--- src/rtl/core_sram_bridge_if.sv ---
// rtl/core_sram_bridge_if.sv - shared request/response memory bus with addr_ok/data_ok handshake
interface core_sram_bridge_if #(
   parameter int ADDR_W = 32,
   parameter int DATA_W = 32
);
   logic                  mem_req;
   logic                  mem_wr;
   logic [DATA_W/8-1:0]   mem_wstrb;
   logic [ADDR_W-1:0]     mem_addr;
   logic [DATA_W-1:0]     mem_wdata;
   logic                  mem_addr_ok;
   logic                  mem_data_ok;
   logic [DATA_W-1:0]     mem_rdata;

   modport master (
      output mem_req, mem_wr, mem_wstrb, mem_addr, mem_wdata,
      input  mem_addr_ok, mem_data_ok, mem_rdata
   );

   modport slave (
      input  mem_req, mem_wr, mem_wstrb, mem_addr, mem_wdata,
      output mem_addr_ok, mem_data_ok, mem_rdata
   );
endinterface

--- src/rtl/core_sram_bridge.sv ---
// rtl/core_sram_bridge.sv - serialises core inst/data SRAM ports onto one memory bus, stalling the core
module core_sram_bridge #(
   parameter int ADDR_W = 32,
   parameter int DATA_W = 32
) (
   input  logic                 clk,
   input  logic                 rst,
   input  logic                 inst_sram_en,
   input  logic [ADDR_W-1:0]    inst_sram_addr,
   output logic [DATA_W-1:0]    inst_sram_rdata,
   input  logic                 data_sram_en,
   input  logic [DATA_W/8-1:0]  data_sram_wen,
   input  logic [ADDR_W-1:0]    data_sram_addr,
   input  logic [DATA_W-1:0]    data_sram_wdata,
   output logic [DATA_W-1:0]    data_sram_rdata,
   output logic                 stall_req,
   core_sram_bridge_if.master   mem
);
   localparam int WB = DATA_W / 8;

   typedef enum logic [2:0] {IDLE, D_REQ, D_WAIT, I_REQ, I_WAIT, DONE} state_t;

   state_t            state, state_nxt;
   logic              i_pend;
   logic [ADDR_W-1:0] i_addr;
   logic [ADDR_W-1:0] d_addr;
   logic [WB-1:0]     d_wen;
   logic [DATA_W-1:0] d_wdata;

   always_ff @(posedge clk or posedge rst) begin
      if (rst) state <= IDLE;
      else     state <= state_nxt;
   end

   // Request fields are captured once in IDLE; everything downstream uses only these copies.
   always_ff @(posedge clk or posedge rst) begin
      if (rst) begin
         i_pend          <= 1'b0;
         i_addr          <= '0;
         d_addr          <= '0;
         d_wen           <= '0;
         d_wdata         <= '0;
         inst_sram_rdata <= '0;
         data_sram_rdata <= '0;
      end else begin
         if (state == IDLE && (inst_sram_en || data_sram_en)) begin
            i_pend  <= inst_sram_en;
            i_addr  <= inst_sram_addr;
            d_addr  <= data_sram_addr;
            d_wen   <= data_sram_en ? data_sram_wen : '0;
            d_wdata <= data_sram_wdata;
         end
         if (state == D_WAIT && mem.mem_data_ok && d_wen == '0)
            data_sram_rdata <= mem.mem_rdata;
         if (state == I_WAIT && mem.mem_data_ok)
            inst_sram_rdata <= mem.mem_rdata;
      end
   end

   always_comb begin
      state_nxt     = state;
      stall_req     = 1'b0;
      mem.mem_req   = 1'b0;
      mem.mem_wr    = 1'b0;
      mem.mem_wstrb = '0;
      mem.mem_addr  = '0;
      mem.mem_wdata = '0;
      case (state)
         IDLE: begin
            stall_req = inst_sram_en | data_sram_en;
            if (data_sram_en)      state_nxt = D_REQ;
            else if (inst_sram_en) state_nxt = I_REQ;
         end
         D_REQ: begin
            stall_req     = 1'b1;
            mem.mem_req   = 1'b1;
            mem.mem_wr    = |d_wen;
            mem.mem_wstrb = d_wen;
            mem.mem_addr  = d_addr;
            mem.mem_wdata = d_wdata;
            if (mem.mem_addr_ok) state_nxt = D_WAIT;
         end
         D_WAIT: begin
            stall_req = 1'b1;
            if (mem.mem_data_ok) state_nxt = i_pend ? I_REQ : DONE;
         end
         I_REQ: begin
            stall_req    = 1'b1;
            mem.mem_req  = 1'b1;
            mem.mem_addr = i_addr;
            if (mem.mem_addr_ok) state_nxt = I_WAIT;
         end
         I_WAIT: begin
            stall_req = 1'b1;
            if (mem.mem_data_ok) state_nxt = DONE;
         end
         DONE:    state_nxt = IDLE;
         default: state_nxt = IDLE;
      endcase
      if (rst) stall_req = 1'b0;
   end
endmodule

--- src/flat_wrapper.sv ---
// flat-port wrapper written by rule: the top's interface ports become plain ports
module core_sram_bridge_flat 
#(
   parameter int ADDR_W = 32,
   parameter int DATA_W = 32
)
  (clk, rst, inst_sram_en, inst_sram_addr, inst_sram_rdata, data_sram_en, data_sram_wen, data_sram_addr, data_sram_wdata, data_sram_rdata, stall_req, mem_mem_req, mem_mem_wr, mem_mem_wstrb, mem_mem_addr, mem_mem_wdata, mem_mem_addr_ok, mem_mem_data_ok, mem_mem_rdata);
  core_sram_bridge_if #(.ADDR_W(ADDR_W), .DATA_W(DATA_W)) mem_i ();
  input  logic clk;
  input  logic rst;
  input  logic inst_sram_en;
  input  logic [ADDR_W-1:0] inst_sram_addr;
  output logic [DATA_W-1:0] inst_sram_rdata;
  input  logic data_sram_en;
  input  logic [DATA_W/8-1:0] data_sram_wen;
  input  logic [ADDR_W-1:0] data_sram_addr;
  input  logic [DATA_W-1:0] data_sram_wdata;
  output logic [DATA_W-1:0] data_sram_rdata;
  output logic stall_req;
  output wire logic [$bits(mem_i.mem_req)-1:0] mem_mem_req;
  output wire logic [$bits(mem_i.mem_wr)-1:0] mem_mem_wr;
  output wire logic [$bits(mem_i.mem_wstrb)-1:0] mem_mem_wstrb;
  output wire logic [$bits(mem_i.mem_addr)-1:0] mem_mem_addr;
  output wire logic [$bits(mem_i.mem_wdata)-1:0] mem_mem_wdata;
  input wire logic [$bits(mem_i.mem_addr_ok)-1:0] mem_mem_addr_ok;
  input wire logic [$bits(mem_i.mem_data_ok)-1:0] mem_mem_data_ok;
  input wire logic [$bits(mem_i.mem_rdata)-1:0] mem_mem_rdata;
  assign mem_mem_req = mem_i.mem_req;
  assign mem_mem_wr = mem_i.mem_wr;
  assign mem_mem_wstrb = mem_i.mem_wstrb;
  assign mem_mem_addr = mem_i.mem_addr;
  assign mem_mem_wdata = mem_i.mem_wdata;
  assign mem_i.mem_addr_ok = mem_mem_addr_ok;
  assign mem_i.mem_data_ok = mem_mem_data_ok;
  assign mem_i.mem_rdata = mem_mem_rdata;
  core_sram_bridge #(.ADDR_W(ADDR_W), .DATA_W(DATA_W)) u_core (.clk(clk), .rst(rst), .inst_sram_en(inst_sram_en), .inst_sram_addr(inst_sram_addr), .inst_sram_rdata(inst_sram_rdata), .data_sram_en(data_sram_en), .data_sram_wen(data_sram_wen), .data_sram_addr(data_sram_addr), .data_sram_wdata(data_sram_wdata), .data_sram_rdata(data_sram_rdata), .stall_req(stall_req), .mem(mem_i));
endmodule
--- config.mk ---
export PLATFORM = sky130hd
export DESIGN_NAME = core_sram_bridge_flat
export DESIGN_NICKNAME = d
export VERILOG_FILES = /design/src/rtl/core_sram_bridge_if.sv /design/src/rtl/core_sram_bridge.sv /design/src/flat_wrapper.sv
export SDC_FILE = /design/constraint.sdc
export NUM_CORES = 1
export LEC_CHECK = 0
export ABC_CLOCK_PERIOD_IN_PS = 12770
export BUFFER_PORTS_ARGS = -buffer_cell sky130_fd_sc_hd__buf_2
export CORE_ASPECT_RATIO = 1.4
export CORE_MARGIN = 1
export CORE_UTILIZATION = 53
export CTS_CLUSTER_SIZE = 12
export DETAILED_ROUTE_END_ITERATION = 16
export PLACE_DENSITY = 0.88
export SETUP_SLACK_MARGIN = 0.3
export SYNTH_ARGS = -nofsm -noshare
export SYNTH_HDL_FRONTEND = slang
export SYNTH_SLANG_ARGS = --single-unit
--- constraint.sdc ---
create_clock -name clk -period 12.77 [get_ports clk]
set_clock_uncertainty 0.2 [all_clocks]
set_input_delay 2.554 -clock clk [delete_from_list [all_inputs] [get_ports clk]]
set_output_delay 2.554 -clock clk [all_outputs]
set_load 0.05 [all_outputs]
==> metrics.yaml, run 1 <==
synth:
  synth-simple-area-share_pct: 6.772
  synth_compound_gate_area_share_pct: 1.409
  synth_xor_xnor_area_share_pct: 0
  synthAdderAreaFrac_pct: 0
  async_flop_share_pct: 100.0
  ys_ff_latch: 168
  synth_area_um2: 7372
  muxShareOfSynthArea_pct: 30.82
  synth-edff-count: 0
  ys_types: 32
  postSynthCellCount: 495
  synth_top_family_by_area: "multiplexers"
  ys.warnings.count: 0
  yosysSeqAreaShare_pct: 57.03
  syn_area_per_cell_um2: 14.89
  synth_nets: 633
  synth-main-ff-cell: "dfrtp_1"
clock_tree:
  worst_skew_pair.late_latency_ns: 0.42
  cts_buffer_depth: 2
  cts_setup_buffers: 0
  cts_max_level: 4
  cts_tree: "done"
  postCtsHoldBufs: 0
  numCtsBuffers: 17
  cts-resized-gates: 0
  path_clk_slew_ns: 0.07
  cts_root_buf: "clkbuf_16"
  clock-sinks: 168
timing:
  hold_viol: 0
  grt_setup_unrepaired: "false"
  finalCriticalPeriod_ns: 6.360
  slew_headroom_pct: 24.47
  maxSlewViolCount: 0
  finalCritPeriodShare_pct: 49.81
  setup_violations: 0
  timing.fmax_mhz: 157.2
  finalSetupTns_ns: 0
  tightest_slew_ns: 1.129
routing:
  vias_per_cell: 5.210
  met3_length_mm: 1.018
  ant_nets: 0
  routedLengthMet1_mm: 6.371
  vias: 4986
  highest_layer: "met4"
  first_iter_violations: 137
  routed-wl-met2_mm: 8.736
  drc: 0
  dr.pass1.iters: 5
  wirelength_mm: 16.67
  routedWlPerCell_um: 17.41
critical_path:
  path_cells: "buf_2 -> or4_1 -> o21ai_0 -> nor2_1 -> buf_2"
  cp_max_fo: 6
  crit_top_cell: "buf_2"
  worst-setup-path-type: "in2out"
  crit_path_top_delay_cell: "or4_1"
  endpoint_kind: "output port"
  critPathTopFamily: "simple AND/OR/NAND/NOR gates"
  critPathBufInv: 2
  cpPeakStageDelay_ns: 0.46
  critPathRequiredTime_ns: 10.02
  arrival_ns: 3.61
  critPathLaunchType: "input pin"
global_route:
  gr-total-overflow: 0
  grt_pass1_wl_mm: 26.35
  grt_pass1_vias: 5369
  grt_max_degree: 87
  grt_antenna_before_repair: 2
  track_usage_pct: 24.06
floorplanning:
  core_area_um2: 13450
  pin_count: 273
  rows: 50
  die_w_um: 101.7
  die_area_um2: 14390
  die_y_um: 141.5
  start_util_pct: 54.81
layout:
  drive_above_1_share_pct: 61.32
  area_delta_synth_final_pct: 26.20
  nets: 898
job:
  maxCapViolCount: 0
place:
  gp_congestion: 0.7750
  hpwl_mm: 11.81
  port_buffers: 272
min_path:
  hold_class: "reg2reg"
status:
  run_status: "complete, no violations"
-- worst reg2reg max path: stages, from the launching register on --
cell,delay (ns)
dfrtp_2,0.61
buf_4,0.38
nor3_4,0.27
o21a_4,0.45
buf_4,0.85
mux2_2,0.52
-- cell usage after synthesis (all sizes together) (2+ instances only) --
cell type,n,area share (%)
o21ai,4,0.27
clkbuf,7,0.36
mux2i,32,4.3
inv,4,0.20
nor3,2,0.29
dfrtp,168,57
buf,24,3.4
and2,37,3.1
nor2,36,1.8
a22o,5,0.59
mux2,160,26
nand2,2,0.10
-- registers in the layout (all words and copies together) (netlist names) --
signal	count
u_core.data_sram_rdata	32
u_core.d_wen	4
u_core.state	3
u_core.d_addr	32
u_core.i_addr	32
u_core.i_pend	1
u_core.d_wdata	32
u_core.inst_sram_rdata	32
-- metrics by stage --
stage          cells  utilization, %  area, um^2  hold slack [ns]  setup slack (ns)
2_1_floorplan    495               -        7372           0.2720             5.469
3_3_place_gp     923           64.94        8735           0.2646             6.450
3_5_place_dp     923           64.94        8735           0.2825             6.417
4_1_cts          955           69.13        9299           0.2984             6.416
5_1_grt          957           69.17        9304           0.3075             6.353
6_report         957           69.17        9304           0.2987             6.410
-- cells by family after synthesis --
| logic type | Yosys count |
|---|---|
| simple gates | 86 |
| mux | 192 |
| buf+inv | 35 |
| flops | 168 |
| compound gates | 14 |
-- final timing paths --
| path | start | to | slack [ns] | cells after the start |
|---|---|---|---|---|
| min in group asynchronous | rst | u_core.inst_sram_rdata[28] | 2.09 | 2 |
| worst min-delay path | u_core.inst_sram_rdata[27] | u_core.inst_sram_rdata[27] | 0.30 | 1 |
| worst max register to register | u_core.state[1] | u_core.d_addr[16] | 9.39 | 5 |
| worst max-delay path | data_sram_en | stall_req | 6.41 | 5 |
| worst min register to register | u_core.inst_sram_rdata[27] | u_core.inst_sram_rdata[27] | 0.30 | 1 |
| max in group asynchronous | rst | u_core.i_addr[10] | 8.80 | 3 |
-- layout make-up --
class                   instances  area, um^2
inverters                       4       20.02
diodes                          2       5.005
flip-flops and latches        168        4205
clock buffers                  18       429.2
well taps                     182       227.7
fillers                       943        4146
multi-input cells             292        2883
clock inverters                14       135.1
repair buffers                277        1399
-- per-layer routing --
metal | vias up | track usage (%)
li1 | 2255 | -
met1 | 2479 | 27.00
met2 | 214 | 42.21
met3 | 38 | 5.764
met4 | 0 | 11.75
met5 | - | 0
-- cells in the final DEF, fill, tap and decap left out, types with 2 or more instances in the layout --
| cell type | count |
|---|---|
| a22o_1 | 5 |
| and2_1 | 37 |
| buf_2 | 272 |
| buf_4 | 5 |
| clkbuf_16 | 17 |
| clkinv_4 | 2 |
| clkinvlp_4 | 3 |
| dfrtp_1 | 167 |
| diode_2 | 2 |
| inv_1 | 3 |
| inv_6 | 3 |
| inv_8 | 5 |
| mux2_1 | 2 |
| mux2_2 | 118 |
| mux2_4 | 40 |
| mux2i_1 | 32 |
| nand2_1 | 2 |
| nor2_1 | 36 |
| o21ai_0 | 4 |
Power of run 1 is left out: the tool's default activity adds up to more than one toggle a clock period on the data nets, which glitch-free logic cannot reach.
==> inputs of run 2 (changes only) <==
--- a/config.mk
+++ b/config.mk
@@ -5,14 +5,15 @@
 export SDC_FILE = /design/constraint.sdc
 export NUM_CORES = 1
 export LEC_CHECK = 0
-export ABC_CLOCK_PERIOD_IN_PS = 12770
+export ABC_AREA = 1
+export ABC_CLOCK_PERIOD_IN_PS = 5420
 export BUFFER_PORTS_ARGS = -buffer_cell sky130_fd_sc_hd__buf_2
 export CORE_ASPECT_RATIO = 1.4
 export CORE_MARGIN = 1
-export CORE_UTILIZATION = 53
+export CORE_UTILIZATION = 44
 export CTS_CLUSTER_SIZE = 12
 export DETAILED_ROUTE_END_ITERATION = 16
-export PLACE_DENSITY = 0.88
+export PLACE_DENSITY = 0.79
 export SETUP_SLACK_MARGIN = 0.3
 export SYNTH_ARGS = -nofsm -noshare
 export SYNTH_HDL_FRONTEND = slang
==> constraint.sdc (replaced) <==
create_clock -name clk -period 5.42 [get_ports clk]
set_clock_uncertainty 0.2 [all_clocks]
set_input_delay 1.084 -clock clk [delete_from_list [all_inputs] [get_ports clk]]
set_output_delay 1.084 -clock clk [all_outputs]
set_load 0.05 [all_outputs]
==> metrics.yaml, run 2 <==
status:
  run_status: "complete, no violations"  # unchanged
synth:
  ys_ff_latch: 168  # unchanged
  ys.warnings.count: 0  # unchanged
  yosys.area.top_type_share_pct: 59.14  # was 57.03%
  synth_area_leaders: "dfrtp_1 59%, nand2_1 11%, o21ai_0 9.3%, inv_1 6.7%, buf_6 2.5%"  # was dfrtp_1 57%, mux2_2 18%, mux2_4 8.1%, mux2i_1 4.3%, and2_1 3.1%
  synth-edff-count: 0  # unchanged
  ys_types: 19  # was 32
  synth_nets: 944  # was 633
  async_flop_share_pct: 100.0  # unchanged
  synth_most_common_cell: "nand2_1"  # was dfrtp_1
  synth-main-ff-cell: "dfrtp_1"  # unchanged
  postSynthCellCount: 806  # was 495
  synth_area_um2: 7108  # was 7372 um^2
  synth_commonest_cells: "206 x nand2_1, 168 x dfrtp_1, 132 x o21ai_0"  # was 168 x dfrtp_1, 118 x mux2_2, 40 x mux2_4
  syn_area_per_cell_um2: 8.819  # was 14.89 um^2
  yosys.area.top_type: "dfrtp_1"  # unchanged
  yosysSeqAreaShare_pct: 59.14  # was 57.03%
layout:
  drive_above_1_share_pct: 30.50  # was 61.32%
  multi_input_area_um2: 2120  # was 2883 um^2
  layout.cells.non_filler: 1266  # was 957
  area.sequential_um2: 4204  # was 4205 um^2
  nets: 1194  # was 898
  final_common_cell: "buf_2"  # unchanged
  filler_cell_count: 1407  # was 943
  layout_common_cells: "272 x buf_2, 205 x nand2_1, 168 x dfrtp_1, 132 x o21ai_0, 126 x inv_1"  # was 272 x buf_2, 167 x dfrtp_1, 118 x mux2_2, 40 x mux2_4, 37 x and2_1
  area_delta_synth_final_pct: 27.13  # was 26.20%
  final_area_um2: 9036  # was 9304 um^2
clock_tree:
  cts_setup_buffers: 0  # unchanged
  cts_root_buf: "clkbuf_16"  # unchanged
  cts_max_level: 4  # unchanged
  postCtsHoldBufs: 0  # unchanged
  numCtsBuffers: 17  # unchanged
  clock-sinks: 168  # unchanged
  cts-resized-gates: 0  # unchanged
  path_clk_slew_ns: 0.06  # was 0.07 ns
  cts_buffer_depth: 2  # unchanged
  cts_tree: "done"  # unchanged
  worst_skew_pair.late_latency_ns: 0.41  # was 0.42 ns
floorplanning:
  die_w_um: 109.4  # was 101.7 um
  die_area_um2: 16670  # was 14390 um^2
  pin_count: 273  # unchanged
  core_area_um2: 15680  # was 13450 um^2
  rows: 54  # was 50
  start_util_pct: 45.35  # was 54.81%
  die_y_um: 152.4  # was 141.5 um
critical_path:
  worstRegToRegCells: 7  # was 5
  startpoint: "u_core.state[2]"  # was data_sram_en
  critPathLaunchType: "register"  # was input pin
  arrival_ns: 2.80  # was 3.61 ns
  r2r-end: "u_core.d_wen[3]"  # was u_core.d_addr[16]
  cpPeakStageDelay_ns: 0.68  # was 0.46 ns
  cp_max_fo: 31  # was 6
  critPathRequiredTime_ns: 4.14  # was 10.02 ns
  worst-setup-path-type: "reg2out"  # was in2out
  worst-r2r-setup-slack_ns: 2.56  # was 9.39 ns
  endpoint_kind: "output port"  # unchanged
  path_cells: "nor2_4 -> nand2_1 -> o21ai_0 -> buf_2"  # was buf_2 -> or4_1 -> o21ai_0 -> nor2_1 -> buf_2
  crit_path_top_delay_cell: "nand2_1"  # was or4_1
  reg2reg_from: "u_core.state[1]"  # unchanged
power:
  total_leakage_power_nw: 4.998
  pwr_density_cell_nw_per_um2: 758.4
  peakVddDrop_mv: 0.4536
routing:
  wirelength_mm: 16.99  # was 16.67 mm
  vias: 6031  # was 4986
  routedWlPerCell_um: 13.42  # was 17.41 um
  first_iter_violations: 296  # was 137
  dr.pass1.iters: 5  # unchanged
  vias_per_cell: 4.764  # was 5.210
  drc: 0  # unchanged
  ant_nets: 0  # unchanged
global_route:
  grt_pass1_vias: 5776  # was 5369
  busiest_layer: "met2"  # unchanged
  grt_antenna_before_repair: 3  # was 2
  grt_pass1_wl_mm: 27.12  # was 26.35 mm
  grtUsageMet2_pct: 36.30  # was 42.21%
  met1_usage_pct: 24.17  # was 27.00%
  grtUsageMet3_pct: 5.432  # was 5.764%
  track_usage_pct: 21.07  # was 24.06%
  gr-total-overflow: 0  # unchanged
  grt_max_degree: 120  # was 87
timing:
  maxSlewViolCount: 0  # unchanged
  grt_setup_unrepaired: "false"  # unchanged
  tightest_slew_ns: 1.106  # was 1.129 ns
  finalCriticalPeriod_ns: 4.087
  timing.fmax_mhz: 244.7
  finalSetupTns_ns: 0  # unchanged
  slew_headroom_pct: 26.18  # was 24.47%
  hold_viol: 0  # unchanged
  finalWorstSetupSlack_ns: 1.333  # was 6.410 ns
  whs_ns: 0.2704  # was 0.2987 ns
  setup_violations: 0  # unchanged
  finalCritPeriodShare_pct: 75.41
min_path:
  hold_class: "reg2reg"  # unchanged
  hold-path-endpoint: "u_core.i_addr[31]"  # was u_core.inst_sram_rdata[27]
  min_from: "u_core.i_addr[31]"  # was u_core.inst_sram_rdata[27]
  whs_path_depth: 2  # was 1
place:
  dp_cells: 1233  # was 923
  port_buffers: 272  # unchanged
  hpwl_mm: 12.07  # was 11.81 mm
  dp_slack_ns: 1.799  # was 6.417 ns
  gp_congestion: 0.8275  # was 0.7750
  dpl_cell_area_um2: 8444  # was 8735 um^2
job:
  maxCapViolCount: 0  # unchanged
run 2: cell count changes in the layout (fill, tap and decap cells not counted), sizes merged, moves of 3 or more:
cell,before,now
a22o,5,0
and2,37,0
clkinv,4,7
inv,11,130
mux2,160,0
mux2i,32,0
nand2,2,208
nand3,0,26
nor2,36,45
o21ai,4,164
o22ai,0,19
run 2: critical path: cells and delay by family, from the launching register on:
| kind | cells | cell delay [ns] |
|---|---|---|
| AO/OA/AOI/OAI | 1 | 0.46 |
| AND/OR/NAND/NOR | 2 | 1.09 |
| flip-flops | 1 | 0.50 |
| buffers and inverters | 1 | 0.33 |
run 2: area by class of cell:
cell class	instances	area share [%]
clock buffer	19	4.902
sequential	168	46.52
antenna	1	0.02769
inverter	128	5.359
tap	196	2.714
clock inverter	13	1.620
multi-input combinational	465	23.46
timing repair buffer	276	15.40
run 2: kinds of logic after synthesis:
kind of cell	synth area share (%)
AO/OA/AOI/OAI	13.78
flip-flops	59.14
AND/OR/NAND/NOR	15.93
buffers and inverters	11.14
run 2: routing by layer:
metal / part of all wire [%] / vias up
met3: 5.9 / 35
met2: 51 / 205
met4: 2.6 / 4
met1: 40 / 2783
met5: 0.16 / -
li1: - / 3004
run 2: worst max path at each step:
stage | cells past startpoint | slack, ns | to
6_report | 4 | 1.33 | mem_mem_addr[23]
5_1_grt | 4 | 1.15 | mem_mem_addr[2]
4_1_cts | 4 | 1.32 | mem_mem_addr[23]
3_5_place_dp | 4 | 1.80 | mem_mem_addr[13]
3_3_place_gp | 6 | 1.85 | stall_req
2_1_floorplan | 4 | 1.89 | stall_req
run 2: per-stage QoR:
stage	utilization, %	total power, W
finish	57.65	0.006853
global route	57.65	0.007292
CTS	57.63	0.006911
detailed placement	53.87	0.005691
global placement	53.87	0.005606
floorplan	-	0.004934
run 2: power breakdown:
| part | total (W) | switching [W] | internal [W] |
|---|---|---|---|
| Combinational | 0.00352 | 0.00275 | 0.000770 |
| Sequential | 0.00214 | 0.000262 | 0.00188 |
| Clock | 0.00119 | 0.000497 | 0.000697 |
No activity file was read; power rests on OpenSTA's default activity.
==> inputs of run 3 (changes only) <==
--- a/config.mk
+++ b/config.mk
@@ -6,7 +6,7 @@
 export NUM_CORES = 1
 export LEC_CHECK = 0
 export ABC_AREA = 1
-export ABC_CLOCK_PERIOD_IN_PS = 5420
+export ABC_CLOCK_PERIOD_IN_PS = 3700
 export BUFFER_PORTS_ARGS = -buffer_cell sky130_fd_sc_hd__buf_2
 export CORE_ASPECT_RATIO = 1.4
 export CORE_MARGIN = 1
==> constraint.sdc (replaced) <==
create_clock -name clk -period 3.7 [get_ports clk]
set_clock_uncertainty 0.2 [all_clocks]
set_input_delay 0.74 -clock clk [delete_from_list [all_inputs] [get_ports clk]]
set_output_delay 0.74 -clock clk [all_outputs]
set_load 0.05 [all_outputs]
==> metrics.yaml, run 3 (synthesized netlist as in run 2, its figures left out) <==
min_path:
  hold_class: "reg2reg"  # unchanged
  whs_path_depth: 2  # unchanged
layout:
  final_common_cell: "buf_2"  # unchanged
  drive_above_1_share_pct: 30.72  # was 30.50%
  nets: 1196  # was 1194
  area_delta_synth_final_pct: 28.22  # was 27.13%
  layout_common_cells: "272 x buf_2, 205 x nand2_1, 168 x dfrtp_1, 132 x o21ai_0, 126 x inv_1"  # unchanged
clock_tree:
  cts_tree: "done"  # unchanged
  cts_root_buf: "clkbuf_16"  # unchanged
  cts-resized-gates: 0  # unchanged
  numCtsBuffers: 17  # unchanged
  path_clk_slew_ns: 0.07  # was 0.06 ns
  cts_setup_buffers: 0  # unchanged
  clock-sinks: 168  # unchanged
  worst_skew_pair.late_latency_ns: 0.41  # about the same
  cts_max_level: 4  # unchanged
  postCtsHoldBufs: 0  # unchanged
  cts_buffer_depth: 2  # unchanged
routing:
  first_iter_violations: 273  # was 296
  routedWlPerCell_um: 13.37  # was 13.42 um
  routed-wl-met2_mm: 8.423  # was 8.719 mm
  vias_per_cell: 4.753  # was 4.764
  ant_nets: 0  # unchanged
  routedLengthMet1_mm: 6.841  # was 6.800 mm
  wirelength_mm: 16.99  # about the same
  dr.pass1.iters: 5  # unchanged
  highest_layer: "met4"  # was met5
  vias: 6041  # was 6031
  met3_length_mm: 1.010  # was 998 um
  drc: 0  # unchanged
power:
  pwr_density_cell_nw_per_um2: 1109  # was 758.4 nW/um^2
  peakVddDrop_mv: 0.5859  # was 0.4536 mV
  p_total_w: 0.01010  # was 0.006853 W
  total_leakage_power_nw: 5.024  # was 4.998 nW
place:
  hpwl_mm: 11.88  # was 12.07 mm
  gp_congestion: 0.8070  # was 0.8275
  port_buffers: 272  # unchanged
timing:
  setup_violations: 0  # unchanged
  grt_setup_unrepaired: "false"  # unchanged
  timing.fmax_mhz: 302.7
  finalCritPeriodShare_pct: 89.29
  hold_viol: 0  # unchanged
  maxSlewViolCount: 0  # unchanged
  tightest_slew_ns: 0.7013  # was 1.106 ns
  slew_headroom_pct: 53.25  # was 26.18%
  finalSetupTns_ns: 0  # unchanged
  finalCriticalPeriod_ns: 3.304
status:
  run_status: "complete, no violations"  # unchanged
critical_path:
  worstRegToRegCells: 6  # was 7
  critPathRequiredTime_ns: 2.76  # was 4.14 ns
  endpoint_kind: "output port"  # unchanged
  worst-r2r-setup-slack_ns: 1.58  # was 2.56 ns
  cp_max_fo: 31  # unchanged
  critPathLaunchType: "register"  # unchanged
  arrival_ns: 2.36  # was 2.80 ns
  worst-setup-path-type: "reg2out"  # unchanged
global_route:
  grt_pass1_wl_mm: 27.17  # was 27.12 mm
  grt_pass1_vias: 5847  # was 5776
  track_usage_pct: 21.21  # was 21.07%
  grt_antenna_before_repair: 3  # unchanged
  grt_max_degree: 189  # was 120
  gr-total-overflow: 0  # unchanged
floorplanning:
  die_y_um: 152.4  # unchanged
  rows: 54  # unchanged
  die_area_um2: 16670  # unchanged
  pin_count: 273  # unchanged
  core_area_um2: 15680  # unchanged
  start_util_pct: 45.35  # unchanged
  die_w_um: 109.4  # unchanged
job:
  maxCapViolCount: 0  # unchanged
run 3: per-stage QoR:
stage          cell area [um^2]  utilization (%)  cells  hold WS, ns  setup slack (ns)
2_1_floorplan              7112                -    806       0.2425            0.6193
3_3_place_gp               8497            54.21   1235       0.2551            0.8053
3_5_place_dp               8497            54.21   1235       0.2597            0.7785
4_1_cts                    9104            58.08   1267       0.2748            0.3992
5_1_grt                    9111            58.13   1270       0.2948            0.3303
6_report                   9114            58.14   1271       0.2746            0.3961
run 3: critical path, stage by stage (launching register included):
cell and delay [ns]:
dfrtp_1 0.45, inv_1 0.13, nor2_4 0.36, nand2_1 0.09
buf_4 0.25, o21ai_0 0.33, buf_2 0.33
run 3: power breakdown:
group          total (W)  leakage, nW  internal (W)  switching, W
combinational    0.00519         2.64       0.00115       0.00404
clock            0.00179        0.295       0.00106      0.000735
sequential       0.00313         2.09       0.00275      0.000379
run 3: final cells by class:
type / instances / area [um^2]
antenna: 4 / 10.01
clock buffer: 20 / 466.7
clock inverter: 12 / 140.1
fill: 1380 / 6561
inverter: 128 / 484.2
multi-input combinational: 465 / 2120
sequential: 168 / 4204
tap: 196 / 245.2
timing repair buffer: 278 / 1444
run 3: worst paths after layout:
| check | from | endpoint |
|---|---|---|
| max in group asynchronous | rst | u_core.d_wdata[6] |
| max | u_core.state[0] | mem_mem_addr[28] |
| min | u_core.d_addr[26] | u_core.d_addr[26] |
| max reg2reg | u_core.d_wen[1] | u_core.data_sram_rdata[6] |
| min in group asynchronous | rst | u_core.d_addr[25] |
| min reg2reg | u_core.d_addr[26] | u_core.d_addr[26] |
run 3: per-layer routing:
metal	up-vias	GRT usage [%]
li1	3016	-
met1	2752	23.96
met2	220	35.37
met3	53	5.603
met4	0	12.57
met5	-	0
